## config.mk

```make
export PLATFORM = sky130hd
export DESIGN_NAME = multicycle_controller
export DESIGN_NICKNAME = d
export VERILOG_FILES = /design/src/rtl/multicycle_controller.sv
export SDC_FILE = /design/constraint.sdc
export NUM_CORES = 1
export LEC_CHECK = 0
export BUFFER_PORTS_ARGS = -buffer_cell sky130_fd_sc_hd__buf_2
export CELL_PAD_IN_SITES_DETAIL_PLACEMENT = 1
export CELL_PAD_IN_SITES_GLOBAL_PLACEMENT = 1
export CORE_MARGIN = 3
export CORE_UTILIZATION = 34
export CTS_BUF_LIST = sky130_fd_sc_hd__clkbuf_2 sky130_fd_sc_hd__clkbuf_4 sky130_fd_sc_hd__clkbuf_8
export DETAILED_ROUTE_END_ITERATION = 12
export GPL_TIMING_DRIVEN = 1
export PLACE_DENSITY_LB_ADDON = 0.1
export SYNTH_ARGS = -nofsm -noshare
export SYNTH_HDL_FRONTEND = slang
export SYNTH_SLANG_ARGS = --single-unit
export TNS_END_PERCENT = 100
```

## constraint.sdc

```tcl
create_clock -name clk -period 3.76 [get_ports clk]
set_input_delay 0.564 -clock clk [delete_from_list [all_inputs] [get_ports clk]]
set_output_delay 0.564 -clock clk [all_outputs]
set_load 0.03 [all_outputs]
```

## src/rtl/multicycle_controller.sv

```systemverilog
// -----------------------------------------------------------------------------
// multicycle_controller
//
// Control FSM for a multicycle RV32I datapath. It decodes the latched
// instruction fields and steps each instruction through fetch, decode,
// execute, memory and writeback. It is the only source of datapath write
// enables and mux selects. It also produces the 3-bit ALU control, and it
// uses the ALU zero flag to decide branches.
//
// Ports
//   clk         in   system clock, rising edge
//   reset       in   synchronous, active-high; forces FETCH and gates enables
//   op          in   instr[6:0]
//   funct3      in   instr[14:12]
//   funct7b5    in   instr[30]
//   zero        in   ALU result == 0 (looked at only in BRANCH)
//   pcwrite     out  PC register enable
//   adrsrc      out  memory address select: 0 PC, 1 ALUOut
//   memwrite    out  data memory write strobe
//   irwrite     out  instruction/oldPC register enable
//   resultsrc   out  00 ALUOut, 01 Data, 10 ALU result
//   alusrca     out  00 PC, 01 oldPC, 10 rd1
//   alusrcb     out  00 rd2, 01 immext, 10 constant 4
//   immsrc      out  00 I, 01 S, 10 B, 11 J (combinational from op)
//   alucontrol  out  000 add, 001 sub, 010 and, 011 or,
//                    100 xor, 101 slt, 110 sll, 111 srl
//   regwrite    out  register file write enable
//   illegal     out  one-cycle pulse on an unsupported opcode
//   state       out  current state, for debug and verification
// -----------------------------------------------------------------------------
module multicycle_controller (
   input  logic       clk,
   input  logic       reset,
   input  logic [6:0] op,
   input  logic [2:0] funct3,
   input  logic       funct7b5,
   input  logic       zero,
   output logic       pcwrite,
   output logic       adrsrc,
   output logic       memwrite,
   output logic       irwrite,
   output logic [1:0] resultsrc,
   output logic [1:0] alusrca,
   output logic [1:0] alusrcb,
   output logic [1:0] immsrc,
   output logic [2:0] alucontrol,
   output logic       regwrite,
   output logic       illegal,
   output logic [3:0] state
);

   localparam logic [3:0] S_FETCH    = 4'd0;
   localparam logic [3:0] S_DECODE   = 4'd1;
   localparam logic [3:0] S_MEMADR   = 4'd2;
   localparam logic [3:0] S_MEMREAD  = 4'd3;
   localparam logic [3:0] S_MEMWB    = 4'd4;
   localparam logic [3:0] S_MEMWRITE = 4'd5;
   localparam logic [3:0] S_EXECUTER = 4'd6;
   localparam logic [3:0] S_EXECUTEI = 4'd7;
   localparam logic [3:0] S_ALUWB    = 4'd8;
   localparam logic [3:0] S_BRANCH   = 4'd9;
   localparam logic [3:0] S_JAL      = 4'd10;
   localparam logic [3:0] S_TRAP     = 4'd11;

   localparam logic [6:0] OP_LOAD   = 7'b0000011;
   localparam logic [6:0] OP_STORE  = 7'b0100011;
   localparam logic [6:0] OP_RTYPE  = 7'b0110011;
   localparam logic [6:0] OP_ITYPE  = 7'b0010011;
   localparam logic [6:0] OP_BRANCH = 7'b1100011;
   localparam logic [6:0] OP_JAL    = 7'b1101111;

   localparam logic [1:0] ALUOP_ADD   = 2'b00;
   localparam logic [1:0] ALUOP_SUB   = 2'b01;
   localparam logic [1:0] ALUOP_FUNCT = 2'b10;

   logic [3:0] state_q, state_d;

   // Raw Moore decodes. Enables are gated by reset further down.
   logic       pcupdate;
   logic       branch;
   logic       taken;
   logic [1:0] aluop;
   logic       irwrite_raw;
   logic       memwrite_raw;
   logic       regwrite_raw;
   logic       illegal_raw;

   // ---------------------------------------------------------------------------
   // State register
   // ---------------------------------------------------------------------------
   // NOTE: state is updated with non-blocking assignments, so every process
   // that samples it at this edge sees the value from before the edge.
   always_ff @(posedge clk) begin
      if (reset) state_q <= S_FETCH;
      else       state_q <= state_d;
   end

   assign state = state_q;

   // ---------------------------------------------------------------------------
   // Next-state logic. Terminal states and unused encodings all go to FETCH.
   // ---------------------------------------------------------------------------
   // NOTE: state_d gets its default before the case, so no path can leave it
   // unassigned. That is what keeps this combinational block from becoming a latch.
   always_comb begin
      state_d = S_FETCH;
      case (state_q)
         S_FETCH:  state_d = S_DECODE;
         S_DECODE: begin
            case (op)
               OP_LOAD, OP_STORE: state_d = S_MEMADR;
               OP_RTYPE:          state_d = S_EXECUTER;
               OP_ITYPE:          state_d = S_EXECUTEI;
               OP_BRANCH:         state_d = S_BRANCH;
               OP_JAL:            state_d = S_JAL;
               default:           state_d = S_TRAP;
            endcase
         end
         S_MEMADR:   state_d = op[5] ? S_MEMWRITE : S_MEMREAD;
         S_MEMREAD:  state_d = S_MEMWB;
         S_EXECUTER: state_d = S_ALUWB;
         S_EXECUTEI: state_d = S_ALUWB;
         S_JAL:      state_d = S_ALUWB;
         default:    state_d = S_FETCH;
      endcase
   end

   // ---------------------------------------------------------------------------
   // Moore output decode. Every select is driven to a defined value in every
   // state, including don't-care states.
   // ---------------------------------------------------------------------------
   always_comb begin
      pcupdate     = 1'b0;
      branch       = 1'b0;
      aluop        = ALUOP_ADD;
      adrsrc       = 1'b0;
      irwrite_raw  = 1'b0;
      memwrite_raw = 1'b0;
      regwrite_raw = 1'b0;
      illegal_raw  = 1'b0;
      resultsrc    = 2'b00;
      alusrca      = 2'b00;
      alusrcb      = 2'b00;
      case (state_q)
         S_FETCH: begin
            irwrite_raw = 1'b1;
            alusrcb     = 2'b10;
            resultsrc   = 2'b10;
            pcupdate    = 1'b1;
         end
         S_DECODE: begin
            // Branch/jump target is computed here and parked in ALUOut.
            alusrca = 2'b01;
            alusrcb = 2'b01;
         end
         S_MEMADR: begin
            alusrca = 2'b10;
            alusrcb = 2'b01;
         end
         S_MEMREAD: adrsrc = 1'b1;
         S_MEMWB: begin
            resultsrc    = 2'b01;
            regwrite_raw = 1'b1;
         end
         S_MEMWRITE: begin
            adrsrc       = 1'b1;
            memwrite_raw = 1'b1;
         end
         S_EXECUTER: begin
            alusrca = 2'b10;
            aluop   = ALUOP_FUNCT;
         end
         S_EXECUTEI: begin
            alusrca = 2'b10;
            alusrcb = 2'b01;
            aluop   = ALUOP_FUNCT;
         end
         S_ALUWB: regwrite_raw = 1'b1;
         S_BRANCH: begin
            alusrca = 2'b10;
            aluop   = ALUOP_SUB;
            branch  = 1'b1;
         end
         S_JAL: begin
            // Writes PC to the target taken from ALUOut, while the ALU makes
            // oldPC+4 for the link write in ALUWB.
            alusrca  = 2'b01;
            alusrcb  = 2'b10;
            pcupdate = 1'b1;
         end
         S_TRAP:  illegal_raw = 1'b1;
         default: ;
      endcase
   end

   // Branch condition: only beq/bne are supported. Other funct3 never take.
   always_comb begin
      case (funct3)
         3'b000:  taken = zero;
         3'b001:  taken = ~zero;
         default: taken = 1'b0;
      endcase
   end

   // Reset masks every enable at once, so an aborted instruction cannot
   // commit a write in the cycle reset is seen.
   assign pcwrite  = ~reset & (pcupdate | (branch & taken));
   assign irwrite  = ~reset & irwrite_raw;
   assign memwrite = ~reset & memwrite_raw;
   assign regwrite = ~reset & regwrite_raw;
   assign illegal  = ~reset & illegal_raw;

   // ---------------------------------------------------------------------------
   // Immediate format select, from the opcode only.
   // ---------------------------------------------------------------------------
   always_comb begin
      case (op)
         OP_STORE:  immsrc = 2'b01;
         OP_BRANCH: immsrc = 2'b10;
         OP_JAL:    immsrc = 2'b11;
         default:   immsrc = 2'b00;
      endcase
   end

   // ---------------------------------------------------------------------------
   // ALU control. sra/srai fall back to srl. Only the register form with
   // funct7b5 set turns funct3 000 into sub, so addi with imm[10]=1 still adds.
   // ---------------------------------------------------------------------------
   always_comb begin
      alucontrol = 3'b000;
      case (aluop)
         ALUOP_SUB:   alucontrol = 3'b001;
         ALUOP_FUNCT: begin
            case (funct3)
               3'b000:  alucontrol = (op == OP_RTYPE && funct7b5) ? 3'b001 : 3'b000;
               3'b001:  alucontrol = 3'b110;
               3'b010:  alucontrol = 3'b101;
               3'b100:  alucontrol = 3'b100;
               3'b101:  alucontrol = 3'b111;
               3'b110:  alucontrol = 3'b011;
               3'b111:  alucontrol = 3'b010;
               default: alucontrol = 3'b000;
            endcase
         end
         default:     alucontrol = 3'b000;
      endcase
   end

endmodule

```

* After elaboration in Yosys (flattened, before gate mapping)
Index checks and enable logic that the tools add are counted.
Cells by class: mux-type cells 19, bitwise operators 9, reductions and logical operators 12, equal/unequal tests 25
Operators with widths (number):
- one-hot mux 4 bit (5 select lines) | 2
- one-hot mux 3 bit (7 select lines) | 1
- == test 4 x 3 -> 1 bit, second input constant | 4
- == test 4 bit, second input constant | 4
- one-hot mux 2 bit (2 select lines) | 4
- == test 7 x 6 -> 1 bit, second input constant | 2
- == test 7 bit, second input constant | 2
- == test 3 bit, second input constant | 4
- OR reduction 2 bit | 6
- == test 4 x 2 -> 1 bit, second input constant | 2
- two-way mux 1 bit | 8
- == test 7 x 2 -> 1 bit, second input constant | 1
- == test 7 x 5 -> 1 bit, second input constant | 1
- AND 1 bit | 6
- one-hot mux 2 bit (3 select lines) | 1
- one-hot mux 3 bit (2 select lines) | 1
- OR reduction 3 bit | 2
- == test 4 x 1 -> 1 bit, second input constant | 1
- zero test 4 bit | 1
- OR reduction 4 bit | 1
- == test 3 x 1 -> 1 bit, second input constant | 1
- == test 3 x 2 -> 1 bit, second input constant | 1
- zero test 3 bit | 1
- two-way mux 3 bit | 1
- other kinds (6) | 7
Word-level totals: register bits 4, output and inout bits 21

* Depth between registers and ports, before layout
depth in word-level cells 5, gate-level depth with buffers 7, gate-level depth less buffers 6

* Worst setup path after synthesis
OpenSTA, ideal clock, no wires.
path kind register to output, start register state_q[1] (netlist: state[1]), end output alucontrol[2], setup slack 0.853 ns, arrival 2.343 ns, stages on the path, launching flop included 7, cell sequence dfxtp_1 -> buf_6 -> nor2b_1 -> nand2_1 -> inv_1 -> ha_1 -> nor4bb_1
On the way: cells in the longest elaborated chain, start to end 5
Ends and longest elaborated chain:
- start, declared | line 76 | logic [3:0] state_q, state_d;
- start signal, assigned | line 95 | else state_q <= state_d;
- == test 4 x 3 -> 1 bit | line 144 | case (state_q)
- OR reduction 2 bit (no line)
- one-hot mux 2 bit (2 select lines) * | line 144
- == test 2 bit or == test 2 x 1 -> 1 bit (tied branches) | line 231 | case (aluop)
- one-hot mux 3 bit (2 select lines) * | line 231
- end, declared | line 46 | output logic [2:0] alucontrol,
Every way passes the cells marked *; elsewhere a longest branch is shown, timed or not.

* Worst setup path after layout
start register state_q[1] (netlist: state[1]), end output alucontrol[0]
Same word-level chain as after synthesis.

==> results.yml <==
cells_and_area:
  multiInputGateArea_sq_um: 536
  final_cell_area_sq_um: 855
  largest_register_ff_count: 4
  synthToLayoutAreaGrowth_pct: 25.6
  fin_cells: 139
  finalNetCount: 132
  drive_above_1_share_pct: 38.6
  nFillCells: 251
  n_antenna_cell: 0
  ff_latch_area_sq_um: 80.1
worst_setup_path:
  cp.depth: 7
  worstPathMaxFanout: 19
  crit_type: "register to output port"
  worstPathRequired_ns: 3.20
  crit_path_end_kind: "output port"
  path_delay_family: "flip-flops"
  ff2ff_path_depth: 3
  cp_cell_sequence: "nor2b_1, nand2_1, inv_1, ha_1, a21oi_1, a311oi_1, buf_2"
  reg2reg_slack_ns: 2.30
  slowest_stage: "dfxtp_1"
  arrival_ns: 2.37
  path_buf_inv: 2
  max_stage_delay_ns: 0.74
  crit_path_start_kind: "register"
placement:
  place_congestion: 0.750
  hpwl_um: 1560
  place_area_sq_um: 832
  dp_slack_ns: 1.07
  place_inst: 136
  portBuffers: 34
floorplanning:
  die_w_um: 50.7
  start_util_pct: 37.8
  pin_count: 35
  placementRows: 15
  die-area_sq_um: 2570
  core_sq_um: 1800
  die_height_um: 50.7
clocking:
  cts-buffers-inserted: 3
  cts_tree: "yes"
  cts.htree.levels: 1
  post_cts_resized: 0
  root_buffer: "clkbuf_4"
  cts_sinks: 4
  cts_hold_buf: 0
  post_cts_buffers: 0
  clk_pin_slew_ns: 0.04
  clk_path_buf_depth: 2
  clk_latency_ns: 0.25
timing:
  skew_ns: 0.0105
  fin_crit_sh_pct: 78.2
  slew_headroom_pct: 55.6
  fin_setup_tns_ns: 0
  worstMarginPinSlew_ns: 0.665
  timing.final.ws_setup_ns: 0.822
  rsz0062_at_grt: "false"
  hold_viol: 0
  max_freq_mhz: 340
  maxSlewViolCount: 0
  final-setup-viol-count: 0
  fin_crit_ns: 2.94
global_route:
  grt_max_degree: 20
  antenna_found_initial: 0
  grt_pass1_wl_um: 3130
  grt_use_total_pct: 15.5
  grt_pass1_vias: 743
  gr-total-overflow: 0
synth:
  syn_nets: 100
  synthTopCellsByArea: "dfxtp_1 (12%), nor4_1 (4.6%), nand2_1 (4.4%)"
  async_flop_share_pct: 0
  synth_edf_count: 0
  syn-cell-area_sq_um: 681
  yosysWarnings: 0
  avgSynthCellArea_sq_um: 8.10
  synth_top_cell_by_area: "dfxtp_1"
  synthCells: 84
  yosysMostFrequentCell: "nand2_1"
  ys_seq_elements: 4
  synth_top_area_share_pct: 11.8
  ys.flop_type: "dfxtp_1"
  synth_top_cells_by_count: "nand2_1 (8), nor3_1 (5), nor4_1 (5)"
  yosysSeqAreaShare_pct: 11.8
  synth_cell_types: 40
status:
  status: "complete, no violations"
routing:
  firstDrtPassIters: 4
  route.vias.total: 745
  ant_nets: 0
  wl_um: 1950
  drc: 0
  drt_iter0_markers: 3
  wl_per_cell_um: 14.0
  avgViaCountPerCell: 5.36
pwr:
  p_leak_uw: 0.000403
  p_per_area_nw_per_um2: 360
  ir_worst_vdd_mv: 0.327
  total_power_uw: 307
min_path:
  hp-class: "primary input to register"
  hold_path_depth: 2
job:
  cap_violations: 0
[where the power goes]
part           switching [uW]  internal [uW]  total, uW
Sequential               28.9           48.6       77.5
Combinational             107           66.8        174
Clock                    20.3           35.9       56.1
[per-layer routing]
| layer | vias up | track usage (%) | wire length, um |
|---|---|---|---|
| li1 | 370 | - | - |
| met1 | 355 | 17.5 | 858 |
| met2 | 18 | 28.7 | 1000 |
| met3 | 2 | 2.97 | 77 |
| met4 | 0 | 4.93 | 13 |
| met5 | - | 0 | 0 |
[path summary, 6_finish.rpt]
kind | from | end
setup / recovery | state[1]$_SDFF_PP0_ | alucontrol[0]
hold / removal | reset | state[3]$_SDFF_PP0_
setup reg to reg | state[1]$_SDFF_PP0_ | state[3]$_SDFF_PP0_
hold reg to reg | state[0]$_SDFF_PP0_ | state[0]$_SDFF_PP0_
[area by class of cell]
class                   instances  share of cell area, %
multi-input cells              69                   62.7
repair buffers                 34                   19.9
flip-flops and latches          4                   9.37
well taps                      25                   3.66
clock buffers                   3                   2.64
inverters                       4                   1.76
[through the flow]
stage	utilization [%]	hold WS [ns]
after detailed placement	46.2	0.759
after global placement	46.2	0.732
after floorplan	-	0.630
after global routing	47.4	0.571
final	47.4	0.567
after CTS	47.4	0.563
[layout by cell type (no fill, tap or decap), drive strengths merged, types with 2 or more instances in the layout]
master   instances
buf             34
nand2            8
nor4             6
nor3             5
inv              4
o21ai            4
a21oi            4
dfxtp            4
nor2b            4
nor2             3
nand3b           3
xnor2            3
clkbuf           3
and4bb           2
nand4b           2
xor2             2
and3b            2
ha               2
nand4bb          2
nand2b           2
[cells by family (layout without fill, tap and decap cells)]
family	Yosys count	count (layout)	synth area share (%)
mux	2	2	3.12
simple gates	44	44	49.3
buf+inv	11	41	9.56
compound gates	16	16	16.2
xor+xnor	5	5	6.43
fa+ha+maj	2	2	3.68
flops	4	4	11.8
No activity file was read; power rests on OpenSTA's default activity.
